[src/rtl/div64_seq.sv]
// Sequential 64-bit unsigned restoring divider, one quotient bit per clock.
// Trial subtraction uses a 4-bit-group carry-lookahead adder in a + ~b + 1 form.

module cla64 (
  input  logic [63:0] i_a,
  input  logic [63:0] i_b,
  input  logic        i_ci,
  output logic [63:0] o_s,
  output logic        o_co
);
  logic [63:0] w_g;
  logic [63:0] w_p;
  logic [64:0] w_c;
  logic [3:0]  w_gg;
  logic [3:0]  w_pp;
  logic        w_c0;

  assign w_g = i_a & i_b;
  assign w_p = i_a ^ i_b;

  // Carries are fully expanded inside each 4-bit group; groups chain on their carry-out.
  always_comb begin
    w_c    = '0;
    w_gg   = '0;
    w_pp   = '0;
    w_c0   = 1'b0;
    w_c[0] = i_ci;
    for (int k = 0; k < 16; k++) begin
      w_gg = w_g[4*k +: 4];
      w_pp = w_p[4*k +: 4];
      w_c0 = w_c[4*k];
      w_c[4*k+1] = w_gg[0] | (w_pp[0] & w_c0);
      w_c[4*k+2] = w_gg[1] | (w_pp[1] & w_gg[0]) | (w_pp[1] & w_pp[0] & w_c0);
      w_c[4*k+3] = w_gg[2] | (w_pp[2] & w_gg[1]) | (w_pp[2] & w_pp[1] & w_gg[0])
                 | (w_pp[2] & w_pp[1] & w_pp[0] & w_c0);
      w_c[4*k+4] = w_gg[3] | (w_pp[3] & w_gg[2]) | (w_pp[3] & w_pp[2] & w_gg[1])
                 | (w_pp[3] & w_pp[2] & w_pp[1] & w_gg[0])
                 | (w_pp[3] & w_pp[2] & w_pp[1] & w_pp[0] & w_c0);
    end
  end

  assign o_s  = w_p ^ w_c[63:0];
  assign o_co = w_c[64];
endmodule

module div64_seq (
  input  logic        clk,
  input  logic        reset_n,
  input  logic        op_start,
  input  logic        op_clear,
  input  logic [63:0] dividend,
  input  logic [63:0] divisor,
  output logic [63:0] quotient,
  output logic [63:0] remainder,
  output logic        busy,
  output logic        op_done,
  output logic        div_by_zero
);
  localparam int WIDTH = 64;

  typedef enum logic [1:0] {ST_IDLE, ST_EXEC, ST_DONE} state_t;

  state_t           r_state;
  logic [WIDTH-1:0] r_q;
  logic [WIDTH-1:0] r_r;
  logic [WIDTH-1:0] r_d;
  logic [5:0]       r_cnt;

  logic [WIDTH-1:0] w_s;
  logic [WIDTH-1:0] w_t;
  logic [WIDTH-1:0] w_r_next;
  logic             w_ov;
  logic             w_co;
  logic             w_take;

  // R[63] set means the 65-bit shifted remainder already exceeds any 64-bit divisor.
  assign w_s      = {r_r[WIDTH-2:0], r_q[WIDTH-1]};
  assign w_ov     = r_r[WIDTH-1];
  assign w_take   = w_ov | w_co;
  assign w_r_next = w_take ? w_t : w_s;

  cla64 u_sub (
    .i_a  (w_s),
    .i_b  (~r_d),
    .i_ci (1'b1),
    .o_s  (w_t),
    .o_co (w_co)
  );

  always_ff @(posedge clk or negedge reset_n) begin
    if (!reset_n) begin
      r_state     <= ST_IDLE;
      r_q         <= '0;
      r_r         <= '0;
      r_d         <= '0;
      r_cnt       <= '0;
      quotient    <= '0;
      remainder   <= '0;
      busy        <= 1'b0;
      op_done     <= 1'b0;
      div_by_zero <= 1'b0;
    end else if (op_clear) begin
      r_state     <= ST_IDLE;
      r_cnt       <= '0;
      quotient    <= '0;
      remainder   <= '0;
      busy        <= 1'b0;
      op_done     <= 1'b0;
      div_by_zero <= 1'b0;
    end else begin
      case (r_state)
        ST_IDLE, ST_DONE: begin
          if (op_start) begin
            r_d         <= divisor;
            r_q         <= dividend;
            r_r         <= '0;
            r_cnt       <= '0;
            div_by_zero <= 1'b0;
            if (divisor == '0) begin
              r_state     <= ST_DONE;
              quotient    <= '1;
              remainder   <= dividend;
              div_by_zero <= 1'b1;
              busy        <= 1'b0;
              op_done     <= 1'b1;
            end else begin
              r_state <= ST_EXEC;
              busy    <= 1'b1;
              op_done <= 1'b0;
            end
          end
        end
        ST_EXEC: begin
          r_q   <= {r_q[WIDTH-2:0], w_take};
          r_r   <= w_r_next;
          r_cnt <= r_cnt + 6'd1;
          if (r_cnt == 6'd63) begin
            r_state   <= ST_DONE;
            quotient  <= {r_q[WIDTH-2:0], w_take};
            remainder <= w_r_next;
            busy      <= 1'b0;
            op_done   <= 1'b1;
          end
        end
        default: begin
          r_state <= ST_IDLE;
          busy    <= 1'b0;
          op_done <= 1'b0;
        end
      endcase
    end
  end
endmodule

[config.mk]
export PLATFORM = sky130hd
export DESIGN_NAME = div64_seq
export DESIGN_NICKNAME = d
export VERILOG_FILES = /design/src/rtl/div64_seq.sv
export SDC_FILE = /design/constraint.sdc
export NUM_CORES = 1
export LEC_CHECK = 0
export CAP_MARGIN = 20
export CELL_PAD_IN_SITES_DETAIL_PLACEMENT = 2
export CELL_PAD_IN_SITES_GLOBAL_PLACEMENT = 2
export CORE_AREA = 2 2 215 217
export CTS_CLUSTER_SIZE = 20
export DETAILED_ROUTE_END_ITERATION = 12
export DIE_AREA = 0 0 217 219
export DONT_BUFFER_PORTS = 1
export GPL_TIMING_DRIVEN = 0
export PLACE_DENSITY = 0.75
export SLEW_MARGIN = 30
export SYNTH_ARGS = -nofsm -noshare
export SYNTH_HDL_FRONTEND = slang
export SYNTH_SLANG_ARGS = --single-unit
[constraint.sdc]
create_clock -name clk -period 4.95 [get_ports clk]
set_input_delay 1.2375 -clock clk [delete_from_list [all_inputs] [get_ports clk]]
set_output_delay 1.2375 -clock clk [all_outputs]
set_load 0.005 [all_outputs]
==> run_summary.xml <==
<?xml version="1.0" encoding="UTF-8"?>
<metrics>
  <group name="run_status">
    <metric name="outcome" unit="">completed</metric>
  </group>
  <group name="clock_network">
    <metric name="cts_htree_levels" unit="">2</metric>
    <metric name="clkLatencyLatePin" unit="ns">0.58</metric>
    <metric name="clkTransAtPathRegs" unit="ns">0.06</metric>
    <metric name="cts-buffers-inserted" unit="">40</metric>
    <metric name="cts-root-buf" unit="">sky130_fd_sc_hd__clkbuf_16</metric>
    <metric name="tritoncts_sink_count" unit="">330</metric>
    <metric name="cts.path.max_buffers" unit="">3</metric>
    <metric name="postCtsHoldBufs" unit="">0</metric>
    <metric name="tritoncts" unit="">done</metric>
  </group>
  <group name="floorplan">
    <metric name="placeableCoreArea" unit="µm²">45100</metric>
    <metric name="dieWidth" unit="µm">217</metric>
    <metric name="core.rowCount" unit="">78</metric>
    <metric name="initial_standard_cell_utilization_of_the_core" unit="%">38.8</metric>
    <metric name="chipHeight" unit="µm">219</metric>
    <metric name="die_area" unit="µm²">47500</metric>
    <metric name="floorplan.io_pins" unit="">263</metric>
  </group>
  <group name="flow_run">
    <metric name="timing.max_cap.violations" unit="">0</metric>
  </group>
  <group name="layout">
    <metric name="layout_commonest_cell" unit="">sky130_fd_sc_hd__nand2_1</metric>
    <metric name="ff_latch_area" unit="µm²">8260</metric>
    <metric name="final_cells" unit="">2628</metric>
    <metric name="layout.core_utilization" unit="%">43.5</metric>
    <metric name="multiInputGateArea" unit="µm²">8390</metric>
    <metric name="syn2layout_area_growth" unit="%">12.1</metric>
    <metric name="proportion_of_layout_cells_with_a_drive_suffix_above_1" unit="%">6.52</metric>
    <metric name="final_cell_mix" unit="">sky130_fd_sc_hd__nand2_1 (390), sky130_fd_sc_hd__dfrtp_1 (330), sky130_fd_sc_hd__nor2_1 (231)</metric>
    <metric name="num-fill-cells" unit="">5003</metric>
    <metric name="nNetsFinal" unit="">2210</metric>
  </group>
  <group name="sta">
    <metric name="endpoints_failing_setup" unit="">0</metric>
    <metric name="rsz0062_at_grt" unit="">false</metric>
    <metric name="finalClockSkew" unit="ns">0.0212</metric>
    <metric name="timing_worst_slew_pin_value" unit="ns">1.09</metric>
    <metric name="achievable-frequency" unit="GHz">0.220</metric>
    <metric name="hold_viol_final" unit="">0</metric>
    <metric name="max_slew_margin" unit="%">25.2</metric>
    <metric name="period_needed" unit="ns">4.55</metric>
    <metric name="hold_slack_final" unit="ns">0.364</metric>
    <metric name="timing.final.crit_share" unit="%">91.9</metric>
    <metric name="slew_viol_final" unit="">0</metric>
    <metric name="final.setup.tns" unit="ns">0</metric>
  </group>
  <group name="critical_path">
    <metric name="endpoint_kind" unit="">flip-flop</metric>
    <metric name="timing.setup.critical_path_class" unit="">input pin to flip-flop</metric>
    <metric name="crit_arrival" unit="ns">5.02</metric>
    <metric name="critical_path.startpoint_type" unit="">input pin</metric>
    <metric name="critical_path_required" unit="ns">5.42</metric>
    <metric name="cp_max_fo" unit="">10</metric>
  </group>
  <group name="synthesis">
    <metric name="synth_edf_count" unit="">0</metric>
    <metric name="synthesis.nets" unit="">2168</metric>
    <metric name="postSynth.asyncResetShare" unit="%">100</metric>
    <metric name="part_of_the_yosys_area_used_for_sequential_elements" unit="%">47.2</metric>
    <metric name="post_synth_main_area_contributors" unit="">sky130_fd_sc_hd__dfrtp_1 (47%), sky130_fd_sc_hd__nand2_1 (8.4%), sky130_fd_sc_hd__nor2_1 (5.0%), sky130_fd_sc_hd__ha_1 (4.7%), sky130_fd_sc_hd__o21ai_0 (3.9%)</metric>
    <metric name="synth_top_area_cell" unit="">sky130_fd_sc_hd__dfrtp_1</metric>
    <metric name="ys.warnings.count" unit="">0</metric>
    <metric name="synth.ff_latch_count" unit="">330</metric>
    <metric name="ys_dominant_reg_cell" unit="">sky130_fd_sc_hd__dfrtp_1</metric>
    <metric name="avgSynthCellArea" unit="µm²">8.95</metric>
    <metric name="yosysUniqueCellTypes" unit="">80</metric>
    <metric name="synth_area" unit="µm²">17500</metric>
    <metric name="syn-instance-count" unit="">1955</metric>
    <metric name="yosys.area.top_type_share" unit="%">47.2</metric>
  </group>
  <group name="placement">
    <metric name="placement.io_buffers" unit="">0</metric>
    <metric name="place_inst" unit="">2555</metric>
    <metric name="place.detailed.hpwl" unit="mm">54.8</metric>
    <metric name="routability_congestion" unit="">0.850</metric>
  </group>
  <group name="pwr">
    <metric name="vdd.ir_drop.worst" unit="µV">282</metric>
    <metric name="overall_power_consumption" unit="mW">12.4</metric>
    <metric name="net-switching-power" unit="mW">5.39</metric>
    <metric name="power.share.switching" unit="%">43.6</metric>
    <metric name="power.internal" unit="mW">6.97</metric>
    <metric name="total_leakage_power" unit="nW">8.42</metric>
    <metric name="power.density_cell_area" unit="nW/µm²">630</metric>
    <metric name="comb_power_share" unit="%">38.8</metric>
    <metric name="power.share.sequential" unit="%">36.7</metric>
    <metric name="power.clock.fraction" unit="%">24.5</metric>
  </group>
  <group name="grt">
    <metric name="first_global_vias" unit="">17200</metric>
    <metric name="track_usage" unit="%">30.5</metric>
    <metric name="wire_length_of_the_first_global_routing_pass" unit="mm">108</metric>
    <metric name="antenna_found_initial" unit="">6</metric>
    <metric name="pin_count_of_the_biggest_net_entering_global_routing" unit="">331</metric>
    <metric name="gr-total-overflow" unit="">0</metric>
  </group>
  <group name="detailed_routing">
    <metric name="met1_length" unit="mm">29.1</metric>
    <metric name="route.detailed.vias_per_inst" unit="">5.88</metric>
    <metric name="detail_route.drc_violations" unit="">0</metric>
    <metric name="drt_iter0_drc" unit="">973</metric>
    <metric name="met3WireLength" unit="mm">4.66</metric>
    <metric name="routed_wirelength" unit="mm">72.4</metric>
    <metric name="wl_met2" unit="mm">35.0</metric>
    <metric name="dr_total_vias" unit="">15500</metric>
    <metric name="avgRoutedWirePerCell" unit="µm">27.5</metric>
    <metric name="drt_pass1_iterations" unit="">4</metric>
    <metric name="topRoutingLayerUsed" unit="">met5</metric>
    <metric name="detail-route-antenna-nets" unit="">0</metric>
  </group>
  <group name="hold_path">
    <metric name="class_of_the_tightest_hold_or_removal_check" unit="">input pin to async pin</metric>
  </group>
</metrics>
area by class of cell:
class                           instances  area share [%]
Antenna cell                            2          0.0255
Buffer                                126            2.72
Clock buffer                           62            6.29
Clock inverter                          9           0.440
Inverter                               97            1.86
Multi-Input combinational cell       1402            42.7
Sequential cell                       330            42.1
Tap cell                              600            3.83
worst max-delay path, cell delays in order:
cell and delay, ns:
sky130_fd_sc_hd__nor4_2 0.63, sky130_fd_sc_hd__nand4_1 0.37, sky130_fd_sc_hd__nor4_4 0.53, sky130_fd_sc_hd__nand2_1 0.18, sky130_fd_sc_hd__a21oi_1 0.58, sky130_fd_sc_hd__clkbuf_1 0.55
sky130_fd_sc_hd__clkbuf_1 0.54, sky130_fd_sc_hd__nor2_1 0.08, sky130_fd_sc_hd__a311oi_1 0.30
cell usage after synthesis (9+ instances only):
master                     instances
sky130_fd_sc_hd__a21o_1           18
sky130_fd_sc_hd__a21oi_1          56
sky130_fd_sc_hd__a311oi_1         53
sky130_fd_sc_hd__a31oi_1          70
sky130_fd_sc_hd__and2_1            9
sky130_fd_sc_hd__buf_1            10
sky130_fd_sc_hd__clkbuf_1        102
sky130_fd_sc_hd__dfrtp_1         330
sky130_fd_sc_hd__fa_1             15
sky130_fd_sc_hd__ha_1             66
sky130_fd_sc_hd__inv_1            97
sky130_fd_sc_hd__mux2_2           24
sky130_fd_sc_hd__nand2_1         390
sky130_fd_sc_hd__nand3_1           9
sky130_fd_sc_hd__nand4_1          16
sky130_fd_sc_hd__nor2_1          231
sky130_fd_sc_hd__nor3_1           27
sky130_fd_sc_hd__nor4_1           19
sky130_fd_sc_hd__o211ai_1         18
sky130_fd_sc_hd__o21a_1           12
sky130_fd_sc_hd__o21ai_0         138
sky130_fd_sc_hd__o31ai_1          73
sky130_fd_sc_hd__or3_1             9
sky130_fd_sc_hd__xnor2_1          26
sky130_fd_sc_hd__xor2_1           11
through the flow:
step	area, µm²	setup slack [ns]
2_1_floorplan	17500	1.33
3_3_place_gp	18300	-1.22
3_5_place_dp	18300	-0.538
4_1_cts	19600	0.0740
5_1_grt	19600	0.0550
6_report	19600	0.399
registers in the layout, summed over array words and instances, names as in the netlist:
name	cells
div_by_zero	1
r_q	64
busy	1
quotient	64
op_done	1
r_state	1
r_d	64
r_r	64
remainder	64
r_cnt	6
worst paths after layout:
kind	startpoint	slack (ns)	cells after the start	endpoint
setup / recovery	divisor[21]	0.40	9	remainder[61]$_DFFE_PN0P_
hold / removal	reset_n	0.36	0	r_d[27]$_DFFE_PN0P_
setup reg to reg	r_d[9]$_DFFE_PN0P_	0.41	15	remainder[61]$_DFFE_PN0P_
hold reg to reg	quotient[17]$_DFFE_PN0P_	0.51	2	quotient[17]$_DFFE_PN0P_
max in group asynchronous	reset_n	3.68	0	r_q[20]$_DFFE_PN0P_
min in group clk	quotient[17]$_DFFE_PN0P_	0.51	2	quotient[17]$_DFFE_PN0P_
power groups by stage:
stage / clock (mW) / sequential (mW) / combinational [mW]
floorplan: 0 / 4.21 / 3.23
global placement: 0 / 4.54 / 4.48
detailed placement: 0 / 4.58 / 4.72
CTS: 3.08 / 4.55 / 4.79
global route: 3.16 / 4.66 / 5.30
finish: 3.03 / 4.54 / 4.79
metal layers:
layer | vias up | GRT usage [%]
li1 | 6917 | -
met1 | 8018 | 36.5
met2 | 363 | 51.3
met3 | 146 | 7.66
met4 | 8 | 15.0
met5 | - | 0
cells by family after synthesis:
family / Yosys count / share of synthesized area (%)
XOR/XNOR: 37 / 1.85
flip-flops: 330 / 47.2
AND/OR/NAND/NOR: 739 / 17.5
multiplexers: 32 / 2.02
adder cells (fa/ha/maj): 81 / 6.43
AO/OA/AOI/OAI: 513 / 19.9
buffers and inverters: 223 / 5.13
what timing repair did:
action                                  CTS  global route
setup buffers                             0             0
resized for setup                         1             2
endpoints found under the setup margin    1            12
Power figures use the tool's default switching activity.
